$ cat config.mk
export PLATFORM = sky130hd
export DESIGN_NAME = bus_arbiter
export DESIGN_NICKNAME = d
export VERILOG_FILES = /design/src/rtl/bus_arbiter.sv
export SDC_FILE = /design/constraint.sdc
export NUM_CORES = 1
export LEC_CHECK = 0
export BUFFER_PORTS_ARGS = -buffer_cell sky130_fd_sc_hd__clkbuf_2
export CAP_MARGIN = 20
export CORE_MARGIN = 2
export CORE_UTILIZATION = 30
export CTS_BUF_LIST = sky130_fd_sc_hd__clkbuf_4 sky130_fd_sc_hd__clkbuf_8 sky130_fd_sc_hd__clkbuf_16
export DETAILED_ROUTE_END_ITERATION = 12
export PLACE_DENSITY = 0.61
export RECOVER_POWER = 100
export SETUP_SLACK_MARGIN = 0.4
export SLEW_MARGIN = 20
export SYNTH_ARGS = -nofsm -noshare
export SYNTH_HDL_FRONTEND = slang
export SYNTH_SLANG_ARGS = --single-unit
$ cat constraint.sdc
create_clock -name clk -period 1.9 [get_ports clk]
set_input_delay 0.19 -clock clk [delete_from_list [all_inputs] [get_ports clk]]
set_output_delay 0.19 -clock clk [all_outputs]
set_load 0.03 [all_outputs]
$ cat src/rtl/bus_arbiter.sv
// Round-robin arbiter that serialises NUM_REQ requesters onto one request/response bus.
// Optional abort-on-stall watchdog is enabled by defining BUS_ARB_TIMEOUT_EN.
module bus_arbiter #(
    parameter int NUM_REQ    = 4,
    parameter int DATA_WIDTH = 32,
    parameter int TIMEOUT    = 16
) (
    input  logic                          clk,
    input  logic                          rst_n,
    input  logic [NUM_REQ-1:0]            req_valid_i,
    input  logic [NUM_REQ*DATA_WIDTH-1:0] req_data_i,
    output logic [NUM_REQ-1:0]            req_ready_o,
    output logic [NUM_REQ-1:0]            rsp_valid_o,
    output logic [DATA_WIDTH-1:0]         rsp_data_o,
    output logic                          bus_valid_o,
    output logic [DATA_WIDTH-1:0]         bus_data_o,
    input  logic                          bus_ready_i,
    input  logic                          bus_rsp_valid_i,
    input  logic [DATA_WIDTH-1:0]         bus_rsp_data_i,
    output logic                          busy_o,
    output logic [$clog2(NUM_REQ)-1:0]    owner_o,
    output logic                          timeout_o
);

    localparam int IDX_W = $clog2(NUM_REQ);

    typedef enum logic [1:0] {
        IDLE,
        REQ,
        RSP
    } state_t;

    state_t           state;
    logic [IDX_W-1:0] ptr;
    logic [IDX_W-1:0] winner;
    logic [IDX_W-1:0] next_ptr;
    logic [IDX_W:0]   cand;
    logic             found;

    // Scan requesters starting at the round-robin pointer, wrapping modulo NUM_REQ.
    always_comb begin
        winner = '0;
        found  = 1'b0;
        cand   = '0;
        for (int k = 0; k < NUM_REQ; k++) begin
            cand = {1'b0, ptr} + (IDX_W+1)'(k);
            if (cand >= (IDX_W+1)'(NUM_REQ)) begin
                cand = cand - (IDX_W+1)'(NUM_REQ);
            end
            if (!found && req_valid_i[cand[IDX_W-1:0]]) begin
                winner = cand[IDX_W-1:0];
                found  = 1'b1;
            end
        end
    end

    always_comb begin
        req_ready_o = '0;
        if (rst_n && state == IDLE && found) begin
            req_ready_o = NUM_REQ'(1) << winner;
        end
    end

    assign next_ptr = (owner_o == IDX_W'(NUM_REQ - 1)) ? '0 : owner_o + 1'b1;
    assign busy_o   = (state != IDLE);

`ifdef BUS_ARB_TIMEOUT_EN
    localparam int CNT_W = $clog2(TIMEOUT + 1);
    logic [CNT_W-1:0] cnt;
    logic             cnt_done;
    assign cnt_done = (cnt == CNT_W'(TIMEOUT - 1));
`else
    assign timeout_o = 1'b0;
`endif

    always_ff @(posedge clk or negedge rst_n) begin
        if (!rst_n) begin
            state       <= IDLE;
            ptr         <= '0;
            owner_o     <= '0;
            bus_valid_o <= 1'b0;
            bus_data_o  <= '0;
            rsp_valid_o <= '0;
            rsp_data_o  <= '0;
`ifdef BUS_ARB_TIMEOUT_EN
            cnt         <= '0;
            timeout_o   <= 1'b0;
`endif
        end else begin
            rsp_valid_o <= '0;
`ifdef BUS_ARB_TIMEOUT_EN
            timeout_o   <= 1'b0;
`endif
            case (state)
                IDLE: begin
                    if (found) begin
                        owner_o     <= winner;
                        bus_data_o  <= req_data_i[int'(winner)*DATA_WIDTH +: DATA_WIDTH];
                        bus_valid_o <= 1'b1;
                        state       <= REQ;
`ifdef BUS_ARB_TIMEOUT_EN
                        cnt         <= '0;
`endif
                    end
                end
                REQ: begin
                    if (bus_ready_i) begin
                        bus_valid_o <= 1'b0;
                        state       <= RSP;
`ifdef BUS_ARB_TIMEOUT_EN
                        cnt         <= '0;
                    end else if (cnt_done) begin
                        bus_valid_o <= 1'b0;
                        rsp_valid_o <= NUM_REQ'(1) << owner_o;
                        rsp_data_o  <= '1;
                        timeout_o   <= 1'b1;
                        ptr         <= next_ptr;
                        state       <= IDLE;
                    end else begin
                        cnt         <= cnt + 1'b1;
`endif
                    end
                end
                // A response completes the transaction; the owner's reply is a one-cycle pulse.
                RSP: begin
                    if (bus_rsp_valid_i) begin
                        rsp_valid_o <= NUM_REQ'(1) << owner_o;
                        rsp_data_o  <= bus_rsp_data_i;
                        ptr         <= next_ptr;
                        state       <= IDLE;
`ifdef BUS_ARB_TIMEOUT_EN
                    end else if (cnt_done) begin
                        rsp_valid_o <= NUM_REQ'(1) << owner_o;
                        rsp_data_o  <= '1;
                        timeout_o   <= 1'b1;
                        ptr         <= next_ptr;
                        state       <= IDLE;
                    end else begin
                        cnt         <= cnt + 1'b1;
`endif
                    end
                end
                default: state <= IDLE;
            endcase
        end
    end

endmodule

Word level (Yosys, flattened, before mapping). Index checks and enable logic that the tools add are counted.

Flip-flop bits (word level): 75. Bits of input ports: 168. Output and inout bits: 77. Word-level logic and storage cells: 78.

$add $sub $neg: 8. Order comparisons: 8. Equality and inequality tests: 6. Shift operators: 3. Multiplexer cells: 31. Reduce and logical (&&, ||, !) cells: 15.

Operator list (number): variable part select 128 x 8 -> 32 bit (1); 2-to-1 mux 2 bit (12); < comparator 2 x 3 -> 1 bit (second input constant) (4); 2-to-1 mux 4 bit (3); 2-to-1 mux 1 bit (10); greater-or-equal comparator 3 bit (second input constant) (3); binary-select mux 1 bit (select 2 bit) (4); << shifter 1 x 2 -> 4 bit (first input constant) (2); subtractor 2 x 1 -> 2 bit (second input constant) (4); adder 2 x 2 -> 3 bit (second input constant) (2); != test 2 bit (second input constant) (3); case mux 2 bit (3 select lines) (1); AND reduction 3 bit (2); logical AND 1 bit (5); == test 2 bit (second input constant) (2); AND reduction 2 bit (2); nonzero test 2 bit (2); adder 2 x 1 -> 3 bit (second input constant) (1); greater-or-equal comparator 2 x 3 -> 1 bit (second input constant) (1); logical NOT 1 bit (3); adder 2 x 1 -> 2 bit (second input constant) (1); == test 2 x 1 -> 1 bit (second input constant) (1); logical NOT 2 bit (1); case mux 1 bit (2 select lines) (1).

Longest topological paths before layout.
Word-level depth: 16. Gate-level depth with buffers: 7. Depth with buffers taken out: 4.

Worst setup path before layout. OpenSTA, ideal clock, no wires.

Kind: register to output. Start: register ptr[0]. End: output req_ready_o[2]. Arrival: 1.852 ns. Required time: 1.710 ns. Slack: -0.142 ns. Cell stages (with the launch flop): 6. Buffers on the path: 2. Path through: dfrtp_1 -> buf_2 -> a211o_1 -> buf_2 -> and3_1 -> nor3_1.

Longest elaborated chain between the ends: 16. Elaborated cells on any way between the ends: 40. Those cells by class: add/sub: 7; order compare: 4; shift: 1; mux: 21; reduce/logical: 7.

Ends and longest elaborated chain: start: declaration (line 34) `logic [IDX_W-1:0] ptr;`; start signal: assignment (line 129) `ptr <= next_ptr;`; parallel branches: the longest is 15 deep, another holds adder 2 x 1 -> 3 bit; 2-to-1 mux 4 bit * (line 59) `if (rst_n && state == IDLE && found) begin`; end: declaration (line 12) `output logic [NUM_REQ-1:0] req_ready_o,`.

Mark *: on every way between the ends. The select of a mux whose other input is x is not followed.

Final worst setup path.
Start: register ptr[1]. End: output req_ready_o[0].

The elaborated chain is that of the path after synthesis.

==> impl_metrics.py <==
metrics = {
    "status": {
        "status": "complete, but fails checks",
        "violations": "setup timing",
    },
    "power_and_ir_drop": {
        "cellPowerDensity_mw_per_mm2": 1635,
        "switching_share": 0.4919,
        "p_switching_uw": 5658,
        "power_frac_comb": 0.609,
        "p_leak_uw": 0.003200,
        "ir_drop_uv": 873.1,
        "p_int_uw": 5844,
        "sequentialPowerShare": 0.248,
        "clock_power_share": 0.144,
    },
    "yosys": {
        "syn_nets": 658,
        "synth_edf_count": 0,
        "synthCells": 486,
        "syn_area_mm2": 0.004405,
        "synth.area.top_cells": "dfrtp_1, a31oi_1, mux2_2",
        "syn_avg_cell_area_um2": 9.065,
        "ys_top_cells_by_count": "dfrtp_1, nand2_1, a31oi_1, nor2_1, and3_1",
        "synthArstFlopShare": 1.000,
        "synth_ff_type": "dfrtp_1",
        "yosys_register_bits": 75,
        "synth_most_common_cell": "dfrtp_1",
        "seq_area_frac_synth": 0.4260,
        "ys_types": 44,
        "yosysTopAreaCell": "dfrtp_1",
        "netlist.area_leader.share": 0.4260,
        "yosysWarnings": 0,
    },
    "floorplan": {
        "num_io_pins": 245,
        "die_h_um": 125.2,
        "die_w_um": 125.2,
        "core_region_area_mm2": 0.01442,
        "initial_core_util": 0.3054,
        "std_cell_rows": 44,
        "dieArea_mm2": 0.01567,
    },
    "placed_design": {
        "place_inst": 892,
        "hpwl_mm": 11.84,
        "gp_congestion": 0.8183,
        "dpl-instance-area_mm2": 0.006003,
        "numPortBuffers": 243,
    },
    "clock_tree": {
        "clk_pin_slew_worst_paths_ps": 60,
        "h-tree-depth": 3,
        "cts_buffers": 9,
        "clock_latency_ps": 340,
        "cts_tree": "done",
        "clock_sinks": 75,
        "clockBufferDepth": 2,
        "root_buffer": "clkbuf_16",
    },
    "sta": {
        "fin_crit_sh": 1.003,
        "whs_ps": 83.81,
        "skew_ps": 7.062,
        "final_max_slew_viol_count": 0,
        "setup_viol": 1,
        "report.final.hold_viol_count": 0,
        "layout_min_cycle_time_ps": 1905,
        "relSlewSlack": 0.2734,
        "rsz0062_at_grt": "yes",
        "fin_ws_ps": -5.190,
        "worst_pin_slew_ps": 1090,
        "fmax_mhz": 524.9,
    },
    "layout": {
        "multi_input_area_mm2": 0.002819,
        "area_growth_pct": 59.70,
        "finish.utilization": 0.4878,
        "finalNonFillerCells": 931,
        "stdcell_area_mm2": 0.007036,
        "drive_gt1_frac": 0.5020,
        "n_fill_cell": 1402,
        "antenna_cells": 0,
        "fin_nets": 914,
        "regArea_mm2": 0.001878,
    },
    "critical_path": {
        "required_ps": 1710,
        "r2r_cells": 8,
        "arrival_ps": 1720,
        "path_max_fanout": 6,
        "worst_setup_path_end_kind": "output pin",
        "path_class": "reg2out",
        "startpoint_type": "flip-flop",
    },
    "min_path": {
        "worst_hold_path.num_cells": 3,
        "hp-class": "in2reg",
    },
    "run": {
        "cap_violations": 0,
    },
    "routing": {
        "ant_nets": 0,
        "drtIter0Drc": 497,
        "drc": 0,
        "drt-vias-per-instance": 5.388,
        "vias": 5016,
        "routed_wl_mm": 17.92,
        "wl_per_cell_um": 19.25,
        "drt_pre_antenna_iters": 5,
    },
    "global_route": {
        "grt_max_degree": 76,
        "grt_pass1_vias": 5037,
        "grt_usage": 0.2099,
        "grt_overflow": 0,
        "antenna_found_initial": 0,
        "grt_pass1_wl_mm": 26.43,
    },
}
==> flip-flops by register name, summed over array words and instances, names as in the netlist <==
name / count
ptr: 2
rsp_data_o: 32
owner_o: 2
state: 2
bus_valid_o: 1
bus_data_o: 32
rsp_valid_o: 4
==> per-stage QoR <==
stage	setup TNS (ps)	worst slack, ps	power (uW)
after floorplan	0	215.2	7100
after global placement	0	238.8	8748
after detailed placement	0	205.1	8882
after CTS	-30.90	-30.90	10900
after global routing	-167.4	-51.94	12170
final	-5.190	-5.190	11500
==> critical path: stages (launching register included) <==
cell	delay, ps
dfrtp_1	400
buf_6	140
o21a_1	120
o311ai_4	320
and3_4	270
buf_8	130
==> what timing repair did <==
action / in CTS / in global routing
gates resized for setup: 35 / 101
hold endpoints to repair: 75 / 0
hold buffers: 1 / 0
gates cloned: 0 / 7
setup endpoints to repair: 36 / 64
setup buffers: 10 / 5
pin swaps: 8 / 88
==> cell usage in the layout (no fill, tap or decap), types with 5 or more instances in the layout <==
cell | netlist | routed
nand2_4 | 0 | 15
clkbuf_16 | 0 | 13
clkbuf_2 | 0 | 168
a31oi_4 | 0 | 11
nand2_1 | 70 | 40
nor2_1 | 42 | 40
mux2_2 | 33 | 33
inv_1 | 9 | 8
clkbuf_1 | 18 | 74
and3_1 | 34 | 32
a211oi_4 | 0 | 5
a31oi_2 | 0 | 9
dfrtp_1 | 75 | 74
buf_12 | 0 | 9
nand2_2 | 0 | 15
buf_4 | 4 | 27
a211oi_2 | 0 | 27
a31oi_1 | 64 | 44
nand4_1 | 32 | 32
buf_8 | 3 | 5
buf_6 | 5 | 7
==> logic make-up (layout without fill, tap and decap cells) <==
logic type | after synthesis | in the layout | share of synthesized area
AO/OA/AOI/OAI | 115 | 115 | 0.1798
multiplexers | 34 | 34 | 0.08662
flip-flops | 75 | 75 | 0.4260
buffers and inverters | 63 | 324 | 0.07980
other | 1 | 1 | 0.0008512
AND/OR/NAND/NOR | 194 | 194 | 0.2156
adder cells (fa/ha/maj) | 4 | 4 | 0.01136
==> final cells by class <==
class,count,area share
Timing Repair Buffer,298,0.2541
Multi-Input combinational cell,348,0.4007
Clock inverter,7,0.008181
Clock buffer,9,0.03201
Inverter,10,0.005335
Tap cell,184,0.03272
Sequential cell,75,0.2669
==> power by group through the flow <==
stage	sequential [uW]	combinational [uW]	clock [uW]
6_report	2850	7000	1650
2_1_floorplan	4260	2840	0
5_1_grt	2960	7440	1780
3_5_place_dp	2870	6010	0
3_3_place_gp	2830	5920	0
4_1_cts	2850	6360	1700
==> layer usage <==
metal / routed length [um] / part of all wire / vias to the layer above / global-route usage
met5: 0 / 0 / - / 0
met4: 344 / 0.019 / 0 / 0.05948
met3: 1468 / 0.082 / 34 / 0.05819
met2: 8707 / 0.49 / 277 / 0.3510
met1: 7400 / 0.41 / 2414 / 0.2668
li1: - / - / 2291 / -
==> worst paths after layout <==
path,start,to,slack [ps]
hold reg to reg,rsp_data_o[31],rsp_data_o[31],500
max in group asynchronous,rst_n,ptr[0],220
hold / removal,req_data_i[16],bus_data_o[16],80
min in group asynchronous,rst_n,bus_data_o[13],940
setup / recovery,ptr[1],req_ready_o[0],-5
setup reg to reg,ptr[1],bus_data_o[9],30
No activity file was read; power rests on OpenSTA's default activity.
